[src/rtl/npc_pkg.sv]
// Shared types for the fetch/load-store memory arbiter.
// Holds the FSM state encoding, owner encoding and default bus widths.
package npc_pkg;
    localparam int NPC_ADDR_W = 64;
    localparam int NPC_DATA_W = 64;

    typedef enum logic [1:0] {
        IDLE = 2'd0,
        REQ  = 2'd1,
        WAIT = 2'd2
    } state_e;

    typedef enum logic {
        OWN_IFU = 1'b0,
        OWN_LSU = 1'b1
    } owner_e;
endpackage

[src/rtl/rr_arb2.sv]
// Two-way round-robin grant: under contention the requester that did not win last time wins.
// Purely combinational, no latency; no backpressure of its own.
module rr_arb2 import npc_pkg::*; (
    input  logic   req0,
    input  logic   req1,
    input  owner_e last,
    output owner_e grant
);
    always_comb begin
        grant = OWN_IFU;
        if (req0 && req1) begin
            grant = (last == OWN_IFU) ? OWN_LSU : OWN_IFU;
        end else if (req1) begin
            grant = OWN_LSU;
        end
    end
endmodule

[src/rtl/imem_arbiter.sv]
// Shares one memory port between instruction fetch and load/store, one transaction in flight.
// Latency: accept at N, memory request from N+1, response passed through combinationally.
// Backpressure: requesters see ready only in IDLE; mem_req_valid and mem_* hold until mem_req_ready.
module imem_arbiter import npc_pkg::*; #(
    parameter int ADDR_W = NPC_ADDR_W,
    parameter int DATA_W = NPC_DATA_W,
    parameter int STRB_W = DATA_W / 8
) (
    input  logic              clk,
    input  logic              rst,
    input  logic              ifu_req_valid,
    output logic              ifu_req_ready,
    input  logic [ADDR_W-1:0] ifu_addr,
    input  logic              ifu_flush,
    output logic              ifu_resp_valid,
    output logic [DATA_W-1:0] ifu_rdata,
    input  logic              lsu_req_valid,
    output logic              lsu_req_ready,
    input  logic [ADDR_W-1:0] lsu_addr,
    input  logic              lsu_wen,
    input  logic [DATA_W-1:0] lsu_wdata,
    input  logic [STRB_W-1:0] lsu_wmask,
    output logic              lsu_resp_valid,
    output logic [DATA_W-1:0] lsu_rdata,
    output logic              mem_req_valid,
    input  logic              mem_req_ready,
    output logic [ADDR_W-1:0] mem_addr,
    output logic              mem_wen,
    output logic [DATA_W-1:0] mem_wdata,
    output logic [STRB_W-1:0] mem_wmask,
    input  logic              mem_resp_valid,
    input  logic [DATA_W-1:0] mem_rdata
);
    typedef struct packed {
        logic [ADDR_W-1:0] addr;
        logic              wen;
        logic [DATA_W-1:0] wdata;
        logic [STRB_W-1:0] wmask;
    } mem_req_t;

    state_e   state;
    owner_e   owner;
    owner_e   last_owner;
    owner_e   grant;
    logic     drop;
    mem_req_t req_q;
    mem_req_t req_d;
    logic     idle;
    logic     ifu_acc;
    logic     lsu_acc;
    logic     flush_hit;

    rr_arb2 u_rr_arb2 (
        .req0  (ifu_req_valid),
        .req1  (lsu_req_valid),
        .last  (last_owner),
        .grant (grant)
    );

    // Readiness is masked during reset so nothing is accepted in a reset cycle.
    assign idle          = (state == IDLE) && !rst;
    assign ifu_req_ready = idle && (grant == OWN_IFU) && !ifu_flush;
    assign lsu_req_ready = idle && (grant == OWN_LSU);
    assign ifu_acc       = ifu_req_valid && ifu_req_ready;
    assign lsu_acc       = lsu_req_valid && lsu_req_ready;
    assign flush_hit     = ifu_flush && (owner == OWN_IFU);

    always_comb begin
        req_d = '{addr: ifu_addr, wen: 1'b0, wdata: '0, wmask: '0};
        if (lsu_acc) begin
            req_d = '{addr: lsu_addr, wen: lsu_wen, wdata: lsu_wdata, wmask: lsu_wmask};
        end
    end

    always_ff @(posedge clk) begin
        if (rst) begin
            state         <= IDLE;
            owner         <= OWN_IFU;
            last_owner    <= OWN_IFU;
            drop          <= 1'b0;
            mem_req_valid <= 1'b0;
            req_q         <= '0;
        end else begin
            case (state)
                IDLE: begin
                    if (ifu_acc || lsu_acc) begin
                        req_q         <= req_d;
                        owner         <= lsu_acc ? OWN_LSU : OWN_IFU;
                        last_owner    <= lsu_acc ? OWN_LSU : OWN_IFU;
                        mem_req_valid <= 1'b1;
                        state         <= REQ;
                    end
                end
                REQ: begin
                    if (flush_hit) begin
                        drop <= 1'b1;
                    end
                    if (mem_req_ready) begin
                        mem_req_valid <= 1'b0;
                        state         <= WAIT;
                    end
                end
                WAIT: begin
                    if (mem_resp_valid) begin
                        drop  <= 1'b0;
                        state <= IDLE;
                    end else if (flush_hit) begin
                        drop <= 1'b1;
                    end
                end
                default: state <= IDLE;
            endcase
        end
    end

    assign mem_addr  = req_q.addr;
    assign mem_wen   = req_q.wen;
    assign mem_wdata = req_q.wdata;
    assign mem_wmask = req_q.wmask;

    // A flush in the response cycle itself also swallows the fetch data.
    assign ifu_resp_valid = !rst && mem_resp_valid && (state == WAIT) && (owner == OWN_IFU)
                            && !drop && !ifu_flush;
    assign lsu_resp_valid = !rst && mem_resp_valid && (state == WAIT) && (owner == OWN_LSU);
    assign ifu_rdata      = mem_rdata;
    assign lsu_rdata      = req_q.wen ? '0 : mem_rdata;

    mem_resp_only_in_wait: assert property (@(posedge clk) disable iff (rst)
        mem_resp_valid |-> (state == WAIT));
endmodule

[config.mk]
export PLATFORM = sky130hd
export DESIGN_NAME = imem_arbiter
export DESIGN_NICKNAME = d
export VERILOG_FILES = /design/src/rtl/npc_pkg.sv /design/src/rtl/rr_arb2.sv /design/src/rtl/imem_arbiter.sv
export SDC_FILE = /design/constraint.sdc
export NUM_CORES = 1
export LEC_CHECK = 0
export ABC_AREA = 1
export ABC_CLOCK_PERIOD_IN_PS = 2200
export BUFFER_PORTS_ARGS = -buffer_cell sky130_fd_sc_hd__buf_2
export CAP_MARGIN = 10
export CELL_PAD_IN_SITES_DETAIL_PLACEMENT = 1
export CELL_PAD_IN_SITES_GLOBAL_PLACEMENT = 1
export CORE_AREA = 2 2 213 215
export CTS_CLUSTER_DIAMETER = 40
export DETAILED_ROUTE_END_ITERATION = 6
export DIE_AREA = 0 0 215 217
export PLACE_DENSITY = 0.66
export SLEW_MARGIN = 10
export SYNTH_ARGS = -nofsm -noshare
export SYNTH_HDL_FRONTEND = slang
export SYNTH_SLANG_ARGS = --single-unit
export TNS_END_PERCENT = 1
[constraint.sdc]
create_clock -name clk -period 2.2 [get_ports clk]
set_clock_uncertainty 0.1 [all_clocks]
set_input_delay 0.33 -clock clk [delete_from_list [all_inputs] [get_ports clk]]
set_output_delay 0.33 -clock clk [all_outputs]
set_load 0.1 [all_outputs]
[Yosys cells after proc, flatten, opt, wreduce, memory -nomap -nowiden]
Cells that the tools add are included.
Operators by class
  reductions and logical operators: 24
  muxes and demuxes: 16
  eq/ne operators: 5
  bitwise logic cells: 2
  div/mod/pow operators: 0
  order comparisons: 0
  add/sub/neg operators: 0
  $mul: 0
  shift operators: 0
Operators by type and width (number)
  137-bit two-way mux: 1
  64-bit two-way mux: 1
  1-bit logical AND: 14
  1-bit two-way mux: 8
  2-bit two-way mux: 3
  2-bit case mux with 3 select lines: 1
  3-bit AND reduction: 2
  2-bit inequality test (second input constant): 2
  1-bit case mux with 2 select lines: 2
  2-bit nonzero test: 2
  1-bit zero test: 3
  2-bit by 1-bit == test with 1-bit output (second input constant): 1
  2-bit == test (second input constant): 1
  2-bit zero test: 1
  2-bit by 1-bit inequality test with 1-bit output (second input constant): 1
  1-bit NOT: 2
  2-bit AND reduction: 1
  1-bit logical OR: 1
Storage, ports and cells
  output and inout bits: 270
  memory bits (writable): 0
  flip-flop bits (word level): 142
  bits of input ports: 272
  bits in latches: 0
  memories kept: 0
  logic and storage cells: 55
  bits in read-only memories: 0

[Depth between registers and ports, before layout]
Gate-level depths: netlist (run 1).
  depth in word-level cells: 9
  depth in mapped cells: 10
  depth with buffers taken out: 9

[Hierarchy]
Synthesis (run 1) repeated with hierarchy kept, for this count alone.
Unflattened totals
  cell total of the unflattened synthesis: 1054
  area, all modules: 6844.1 sq um
By module, submodules not included
  imem_arbiter: times used 1, cells an instance 1052, area an instance 6831.6 sq um, sequential area each 2842.7 sq um
  rr_arb2: times used 1, cells an instance 2, area an instance 12.5 sq um, sequential area each 0.0 sq um

[Least setup slack after synthesis (run 1)]
OpenSTA, ideal clock, no wires.
  path kind: in2out
  start point: input rst
  end point: output ifu_resp_valid
  data arrival time: 2.841 ns
  stages on the path: 4
  data required time: 1.770 ns
  slack: -1.071 ns
  path buffers: 1
  cell sequence: inv_2 clkbuf_1 nand4_1 nor3_1
Between the ends
  word-level cells in the longest chain between the ends: 6
Ends and longest elaborated chain
  from (decl): RTL line imem_arbiter.sv:10  | input logic rst,
  1-bit zero test: RTL line imem_arbiter.sv:122  | assign ifu_resp_valid = !rst && mem_resp_valid && (state == WAIT) && (owner == OWN_IFU)
  1-bit logical AND (3 in series): RTL line imem_arbiter.sv:122
  1-bit logical AND (2 in series): RTL line imem_arbiter.sv:123  | && !drop && !ifu_flush;
  to (decl): RTL line imem_arbiter.sv:15  | output logic ifu_resp_valid,
No other way between the ends.

[Worst setup path after layout (run 1)]
  start point: register state[0]
  end point: output ifu_resp_valid
Between the ends
  word-level cells in the longest chain between the ends: 5
Ends and longest elaborated chain
  from (decl): RTL line imem_arbiter.sv:41  | state_e state;
  from (signal assigned): RTL line imem_arbiter.sv:77  | state <= IDLE;
  from (signal assigned): RTL line imem_arbiter.sv:91  | state <= REQ;
  from (signal assigned): RTL line imem_arbiter.sv:100  | state <= WAIT;
  2-bit == test: RTL line imem_arbiter.sv:122
  1-bit logical AND (2 in series): RTL line imem_arbiter.sv:122
  1-bit logical AND (2 in series): RTL line imem_arbiter.sv:123
No other way between the ends.

==> results of run 1 <==
[final cells by class]
type	count	area (um^2)	area share
Antenna cell	5	12.51	0.001127
Clock buffer	18	439.2	0.03957
Clock inverter	13	163.9	0.01477
Inverter	75	289.0	0.02604
Multi-Input combinational cell	706	3107	0.2799
Sequential cell	142	2849	0.2567
Tap cell	600	750.7	0.06764
Timing Repair Buffer	605	3488	0.3143
[layer usage]
metal	GRT usage	vias up	part of all wire
li1	-	4128	-
met1	0.1442	3886	0.37
met2	0.2841	306	0.54
met3	0.03354	55	0.057
met4	0.06897	6	0.031
met5	0	-	0.0011
[kinds of logic (layout without fill, tap and decap cells)]
group / count (synthesis) / in the layout
fa+ha+maj: 4 / 4
compound gates: 143 / 143
buf+inv: 204 / 711
simple gates: 559 / 559
flops: 142 / 142
other cells: 0 / 5
[path summary, 6_finish.rpt]
| path | start | endpoint | slack [ns] |
|---|---|---|---|
| setup reg to reg | state[0]$_SDFFE_PP0P_ | mem_wdata[58]$_SDFFE_PP0P_ | 0.33 |
| setup / recovery | state[0]$_SDFFE_PP0P_ | ifu_resp_valid | 0.09 |
| hold / removal | lsu_wdata[17] | mem_wdata[17]$_SDFFE_PP0P_ | 0.04 |
| hold reg to reg | mem_wdata[59]$_SDFFE_PP0P_ | mem_wdata[59]$_SDFFE_PP0P_ | 0.36 |
[through the flow]
step                      total power, W  utilization  setup TNS, ns  cells  hold WS (ns)
after floorplan                 0.009840            -         -8.492   1052        0.3380
after global placement           0.01131       0.2235              0   2083        0.3439
after detailed placement         0.01139       0.2235              0   2083        0.3530
after CTS                        0.01461       0.2475       -0.02069   2159     0.0005368
after global routing             0.01508       0.2483     -0.0007631   2163       0.01960
final                            0.01442       0.2483              0   2164       0.03672
[cell usage after synthesis (all sizes together)]
| library cell | number | area share |
|---|---|---|
| clkbuf | 25 | 0.014 |
| nand4 | 2 | 0.0040 |
| dfxtp | 142 | 0.41 |
| a31o | 1 | 0.0013 |
| nand2 | 351 | 0.19 |
| buf | 104 | 0.11 |
| nand3 | 3 | 0.0029 |
| a21oi | 72 | 0.052 |
| inv | 75 | 0.041 |
| nor3 | 1 | 0.00073 |
| o21ai | 68 | 0.050 |
| nand3b | 1 | 0.0011 |
| ha | 4 | 0.0073 |
| a31oi | 1 | 0.00091 |
| o22ai | 1 | 0.00091 |
| nor2 | 201 | 0.11 |
[power groups by stage]
stage / combinational (W) / sequential, W / clock, W
global route: 0.00845 / 0.00336 / 0.00327
floorplan: 0.00341 / 0.00643 / 0
CTS: 0.00814 / 0.00330 / 0.00317
global placement: 0.00799 / 0.00333 / 0
finish: 0.00809 / 0.00330 / 0.00303
detailed placement: 0.00804 / 0.00335 / 0
[sequential cells by signal, indices dropped and copies added, names as in the netlist]
name / flops
mem_wen: 1
mem_wdata: 64
mem_wmask: 8
drop: 1
mem_req_valid: 1
mem_addr: 64
state: 2
last_owner: 1
[worst min-delay path, delay by kind of cell]
kind | cells | cell delay (ns)
compound gates | 1 | 0.06
simple gates | 1 | 0.05
buf+inv | 1 | 0.09
[repair_timing]
| item | CTS | global route |
|---|---|---|
| hold buffers | 45 | 0 |
| pin swaps | 0 | 2 |
| resized for setup | 6 | 7 |
| buffers inserted | 0 | 0 |
| hold endpoints to repair | 45 | 0 |
| setup endpoints to repair | 2 | 3 |
==> flow_results.org, run 1 <==
** Global routing
- Initial antenna violation count :: 16
- Gr usage total :: 0.1454
- Global-route wire length before repair :: 51.12 mm
- Vias in the first global route :: 8527
- After global routing the overflow that remains totals 0.
- Largest net degree at the start of global routing :: 71

** Die
- Die Span Y :: 217 um
- After floorplanning, the core was divided into 78 placement rows.
- Area of the die :: 0.04666 mm^2
- In this run the standard cell core region covers 0.04470 mm^2.
- The die is 215 um wide.
- IO Pins :: 542
- The initial utilization of the core area, before any placement, comes to 0.1537.

** STA
- Slew @ Worst Pin :: 0.7835 ns
- Measured against its own limit, the worst slew margin works out to 0.4777.
- Time the worst path needs with I/O delays and setup :: 2.113 ns
- Final Cycle Share :: 0.9605
- Timing would allow up to 473.2 MHz.
- Setup violations remaining at the end of the flow were counted as 0.
- Setup slack on the critical path of the routed design comes to 0.08693 ns.
- Total count of hold-check failures in the final report :: 0
- Count of pins over their slew limit :: 0

** Setup path
- Counting cells, the worst reg-to-reg path comes to 7.
- Cell with the largest stage delay on the worst path :: sky130_fd_sc_hd__dfxtp_2
- Arrival time of the worst setup path :: 1.68 ns
- Traced cell by cell, the critical path runs through inv_2, ha_4, nand4_1, nor3_2, buf_12.
- Classification of the worst setup path :: reg2out
- The worst setup path is captured at a primary output.
- The cell family contributing the most delay on the critical path is simple AND/OR/NAND/NOR gates.
- The critical path crosses 5 cells after its start point.
- Largest fanout of any net on the critical path :: 4
- Startpoint class of the critical path :: register
- For the worst setup path, the data required time is 1.77 ns.
- Buffers & Inverters on Critical Path :: 2
- The largest single stage delay on the critical path is 0.33 ns.

** Worst hold path
- Counting instances, the worst hold path has a depth of 3.
- In this run the worst hold path is classified as in2reg.

** Synthesis
- By area, the combinational part of the netlist is dominated by simple AND/OR/NAND/NOR gates.
- Sequential-to-total area share from yosys stat :: 0.4139
- Synthesis produced a netlist with a net count of 1328.
- During synthesis, Yosys emitted a total of 0 warnings.
- Number of synthesized register bits :: 142
- Of the total synthesized cell area, the portion taken by full adders, half adders and majority gates is 0.007287.
- Mapped Avg Cell Area :: 6.528 um^2
- The compound-gate portion of the synthesized area was 0.1051.
- Post-synth cell types :: 26
- Basic-gate share of the synthesized area counting and, or, nand and nor cells :: 0.3119
- Summing every instance area after synthesis gives 0.006868 mm^2.
- XOR/XNOR Fraction of Synth Area :: 0
- Number of standard cells after synthesis :: 1052
- Multiplexer share of the synthesized area :: 0

** Placed design
- Routability-driven placement congestion ratio :: 0.9466
- Before CTS, the worst setup slack after placement is 0.1022 ns.
- Once placement finished, the instance area stood at 0.009988 mm^2.
- Count of input and output buffers :: 541
- Post-detail-place hpwl :: 27.75 mm

** Clocking
- Clock buffer count from CTS :: 17
- Clock Latency Late Sink :: 0.44 ns
- Clock tree synthesis selected as its root buffer the cell sky130_fd_sc_hd__clkbuf_16.
- Number of clock sinks :: 142
- No sink is reached through more buffers than the 2 on the longest clock path.
- CTS H-tree lvls :: 4
- Clock transition at the register clock pins on the worst setup and hold paths after CTS :: 0.06 ns
- TritonCTS built the clock tree.

** Power
- Power density normalized to cell area :: 1300 mW/mm^2
- Summed over all nets, the switching power comes to 0.008174 W.
- Internal Dissipation :: 0.006250 W
- Combinational cell fraction of total power :: 0.561
- Summed over all cells, the static leakage comes to 5.811 nW.
- Of the total power, the clock network draws 0.210.
- Sw Ratio :: 0.5667
- Flop pwr share :: 0.229
- VDD sags by at most 0.7861 mV.

** Routing
- The final layout contains routed wiring with a total length of 35.15 mm.
- In the final routed layout, each cell accounts on average for 16.24 um.
- Pre-antenna DRT Iters :: 4
- Detail Route Antenna Nets :: 0
- Vias :: 8381
- In the routed layout, each cell is associated on average with a via count of 3.873.
- Number of remaining DRC errors :: 0
- Detailed router's first-iteration violation count :: 317

** Run status
- Status :: completed

** Cells and area
- Compared with the post-synthesis result, the final layout area differs by 61.61%.
- Counting the fill cells in the layout gives 5665.
- The library cell used most frequently in the layout, excluding fill and tap cells, is sky130_fd_sc_hd__buf_2.
- Of the cells placed in the final design, the portion with a size suffix greater than 1 is 0.4310.
- The net count of the finished layout is 1823.
- Most used cells in the layout excluding fill and tap cells :: 536 x sky130_fd_sc_hd__buf_2, 350 x sky130_fd_sc_hd__nand2_1, 139 x sky130_fd_sc_hd__dfxtp_1
- Final Instance Area :: 0.01110 mm^2

** Job
- Count of maximum capacitance violations :: 0
No activity file was read; power rests on OpenSTA's default activity.
==> run 2, diff against run 1 <==
==> constraint.sdc (replaced) <==
create_clock -name clk -period 2.2 [get_ports clk]
set_clock_uncertainty 0.1 [all_clocks]
set_input_delay 0.44 -clock clk [delete_from_list [all_inputs] [get_ports clk]]
set_output_delay 0.44 -clock clk [all_outputs]
set_load 0.1 [all_outputs]
==> flow_results.org, run 2 (synthesized netlist as in run 1, its figures left out) <==
** Cells and area
- The area used by multi-input combinational logic was 0.003126 mm^2 (+0.60%).
- Layout cell share with drive strength beyond 1 :: 0.4476 (+0.01655)
- Most used cells in the layout excluding fill and tap cells :: 481 x sky130_fd_sc_hd__buf_2, 349 x sky130_fd_sc_hd__nand2_1, 139 x sky130_fd_sc_hd__dfxtp_1
- Count of filler cells inserted in the layout :: 5644 (-0.37%)
- Sequential cell area in the final layout :: 0.002851 mm^2 (about the same)
- The final layout net count is 1780 (-2.4%).
- The library cell used most frequently in the layout, excluding fill and tap cells, is sky130_fd_sc_hd__buf_2.
- Relative area change from synthesis to final layout :: 56.70%

** Global routing
- Global route total overflow :: 0 (unchanged)
- The via count of the first global-routing pass came to 8424 (-1.2%).
- Global-route wire length before repair :: 50.00 mm (-2.2%)
- Gr usage total :: 0.1424 (-0.003010)
- The number of antenna violations at the first check in global routing came to 20 (+4).
- The maximum number of pins on one net before global-route repair is 81 (+14%).

** Setup path
- In this run the worst setup path terminates at lsu_req_ready.
- The maximum fanout encountered on the critical timing path came to 4 (unchanged).
- On the critical path, the stage with the largest delay is an instance of sky130_fd_sc_hd__dfxtp_4.
- Buffers & Inverters on Critical Path :: 4 (+2)
- Endpoint of the worst-slack reg-to-reg timing path :: mem_addr[23]$_SDFFE_PP0P_
- Critical Path Source :: state[1]$_SDFFE_PP0P_
- The number of cells on the worst reg-to-reg path was 11 (+4).
- Broken down by cell family, the worst path's largest delay share belongs to buffers and inverters.
- The signal on the critical path passes through inv_4, ha_4, buf_12, nand4_4, inv_4, buf_12.
- Required time of the worst setup path :: 1.66 ns (-0.11 ns)
- Arrival time of the worst setup path :: 1.61 ns (-0.07 ns)
- The setup slack of the most critical reg-to-reg path is 0.24 ns (-0.09 ns).
- The largest stage delay on the critical path came to 0.36 ns (+0.03 ns).
- By startpoint and endpoint, the worst setup path is classified as reg2out.
- Crit path capture type :: primary output
- Critical path depth :: 6 (+1)
- Startpoint of the worst register-to-register path :: state[1]$_SDFFE_PP0P_
- Startpoint class of the critical path :: register

** Routing
- The final routed DRC violation total came to 0 (unchanged).
- Wire length per cell after detailed routing :: 16.28 um (+0.22%)
- The violation count after the first detailed-route iteration is 343 (+8.2%).
- The total length of routed wires is 34.54 mm (-1.7%).
- Pre-antenna DRT Iters :: 4 (unchanged)
- Detail Route Antenna Nets :: 0 (unchanged)
- Vias :: 8321 (-0.72%)
- Via density per instance :: 3.921 (+1.2%)

** Die
- IO Pins :: 542 (unchanged)
- Initial cell density of the core :: 0.1537 (unchanged)
- The die width came to 215 um (unchanged).
- Core Region :: 0.04470 mm^2 (unchanged)
- Die Span Y :: 217 um (unchanged)
- Total number of placement rows :: 78 (unchanged)
- The die outline area came to 0.04666 mm^2 (unchanged).

** Clocking
- Root Buffer Master :: sky130_fd_sc_hd__clkbuf_16
- Number of clock sinks :: 142 (unchanged)
- Clock buffer count from CTS :: 17 (unchanged)
- The clock-pin slew reported for the worst setup and hold paths after clock tree synthesis is 0.07 ns (about the same).
- The H-tree level count came to 4 (unchanged).
- Clock Latency Late Sink :: 0.45 ns (about the same)
- The worst-case clock buffer depth is 2 (unchanged).
- TritonCTS built the clock tree.
- Count of hold buffers inserted by post-cts repair :: 0 (-100%)

** STA
- Setup repair after global routing could not meet its margin everywhere.
- The measured slew at the worst slew-check pin came to 0.7099 ns (-0.07355 ns).
- The worst slew slack as a fraction of its limit is 0.5267 (+0.04904).
- The setup slack of the critical path after layout is 0.05357 ns (-0.03337 ns).
- The minimum period implied by the final worst setup slack is 2.146 ns (+0.03337 ns).
- Maximum clock frequency :: 465.9 MHz (-1.6%)
- The final setup violation count was 0 (unchanged).
- Final Hold Slack :: 0.08952 ns (+0.05280 ns)
- Total count of hold-check failures in the final report :: 0 (unchanged)
- The period utilization was 0.9757 (+0.01517).
- Count of pins over their slew limit :: 0 (unchanged)

** Run status
- The flow ran to the end, and the final reports show no timing, DRC or antenna violations.

** Worst hold path
- Hold Startpoint :: lsu_wmask[7]
- The tightest min-delay check is of the in2reg type.

** Placed design
- Setup slack after placement :: 0.1487 ns (+0.04647 ns)
- Count of input and output buffers :: 541 (unchanged)
- Routability-driven placement congestion ratio :: 0.9459 (about the same)
- The half-perimeter wire length after placement is 27.61 mm (-0.51%).

** Job
- Count of maximum capacitance violations :: 0 (unchanged)

** Power
- Worst VDD drop :: 0.6310 mV (-20%)
- Static leakage power :: 5.637 nW (-3.0%)
- The power density over the cells was 1324 mW/mm^2 (+1.9%).
## run 2: stage by stage
step | total power, W | util | area [um^2] | setup TNS (ns) | std cells
4_1_cts | 0.01433 | 0.2389 | 10680 | -0.06154 | 2113
5_1_grt | 0.01489 | 0.2408 | 10760 | -0.07481 | 2122
3_3_place_gp | 0.01127 | 0.2227 | 9955 | 0 | 2081
6_report | 0.01425 | 0.2408 | 10760 | 0 | 2122
3_5_place_dp | 0.01134 | 0.2227 | 9955 | 0 | 2081
2_1_floorplan | 0.009843 | - | 7043 | -14.16 | 1052
## run 2: where the power goes
part	total [W]	switching, W	internal (W)
Combinational	0.00817	0.00669	0.00147
Sequential	0.00331	0.000269	0.00304
Clock	0.00278	0.00130	0.00147
## run 2: how the worst min path moves through the flow
| stage | cells after the start | endpoint | slack [ns] |
|---|---|---|---|
| detailed placement | 2 | mem_wmask[4]$_SDFFE_PP0P_ | 0.35 |
| CTS | 3 | mem_wmask[7]$_SDFFE_PP0P_ | 0.05 |
| global route | 3 | mem_wmask[7]$_SDFFE_PP0P_ | 0.08 |
| global placement | 2 | mem_wdata[14]$_SDFFE_PP0P_ | 0.34 |
| floorplan | 2 | state[1]$_SDFFE_PP0P_ | 0.36 |
| finish | 3 | mem_wmask[7]$_SDFFE_PP0P_ | 0.09 |
## run 2: routing by layer
metal  global-route usage  routed length, um  vias up
met5                    0                 13        -
met4              0.07609               1315        2
met3              0.03438               2134       83
met2               0.2749              18650      338
met1               0.1398              12420     3859
li1                     -                  -     4039
## run 2: repair_timing
action	CTS	global route
hold endpoints to repair	0	0
gates resized for setup	65	10
buffers inserted	0	4
pin swaps	0	6
setup endpoints to repair	59	3
## run 2: area by class of cell
cell class                 instances  share of cell area
timing repair buffer             562              0.2953
multi-input combinational        706              0.2904
sequential                       142              0.2650
tap                              600             0.06976
clock buffer                      17             0.03953
inverter                          75             0.02709
clock inverter                    15             0.01174
antenna                            5            0.001163
## run 2: tightest hold or removal path: cells and delay by family
| family | cells | cell delay (ns) |
|---|---|---|
| and+or+nand+nor | 1 | 0.04 |
| AOI/OAI and AO/OA | 1 | 0.05 |
| buffers and inverters | 1 | 0.08 |
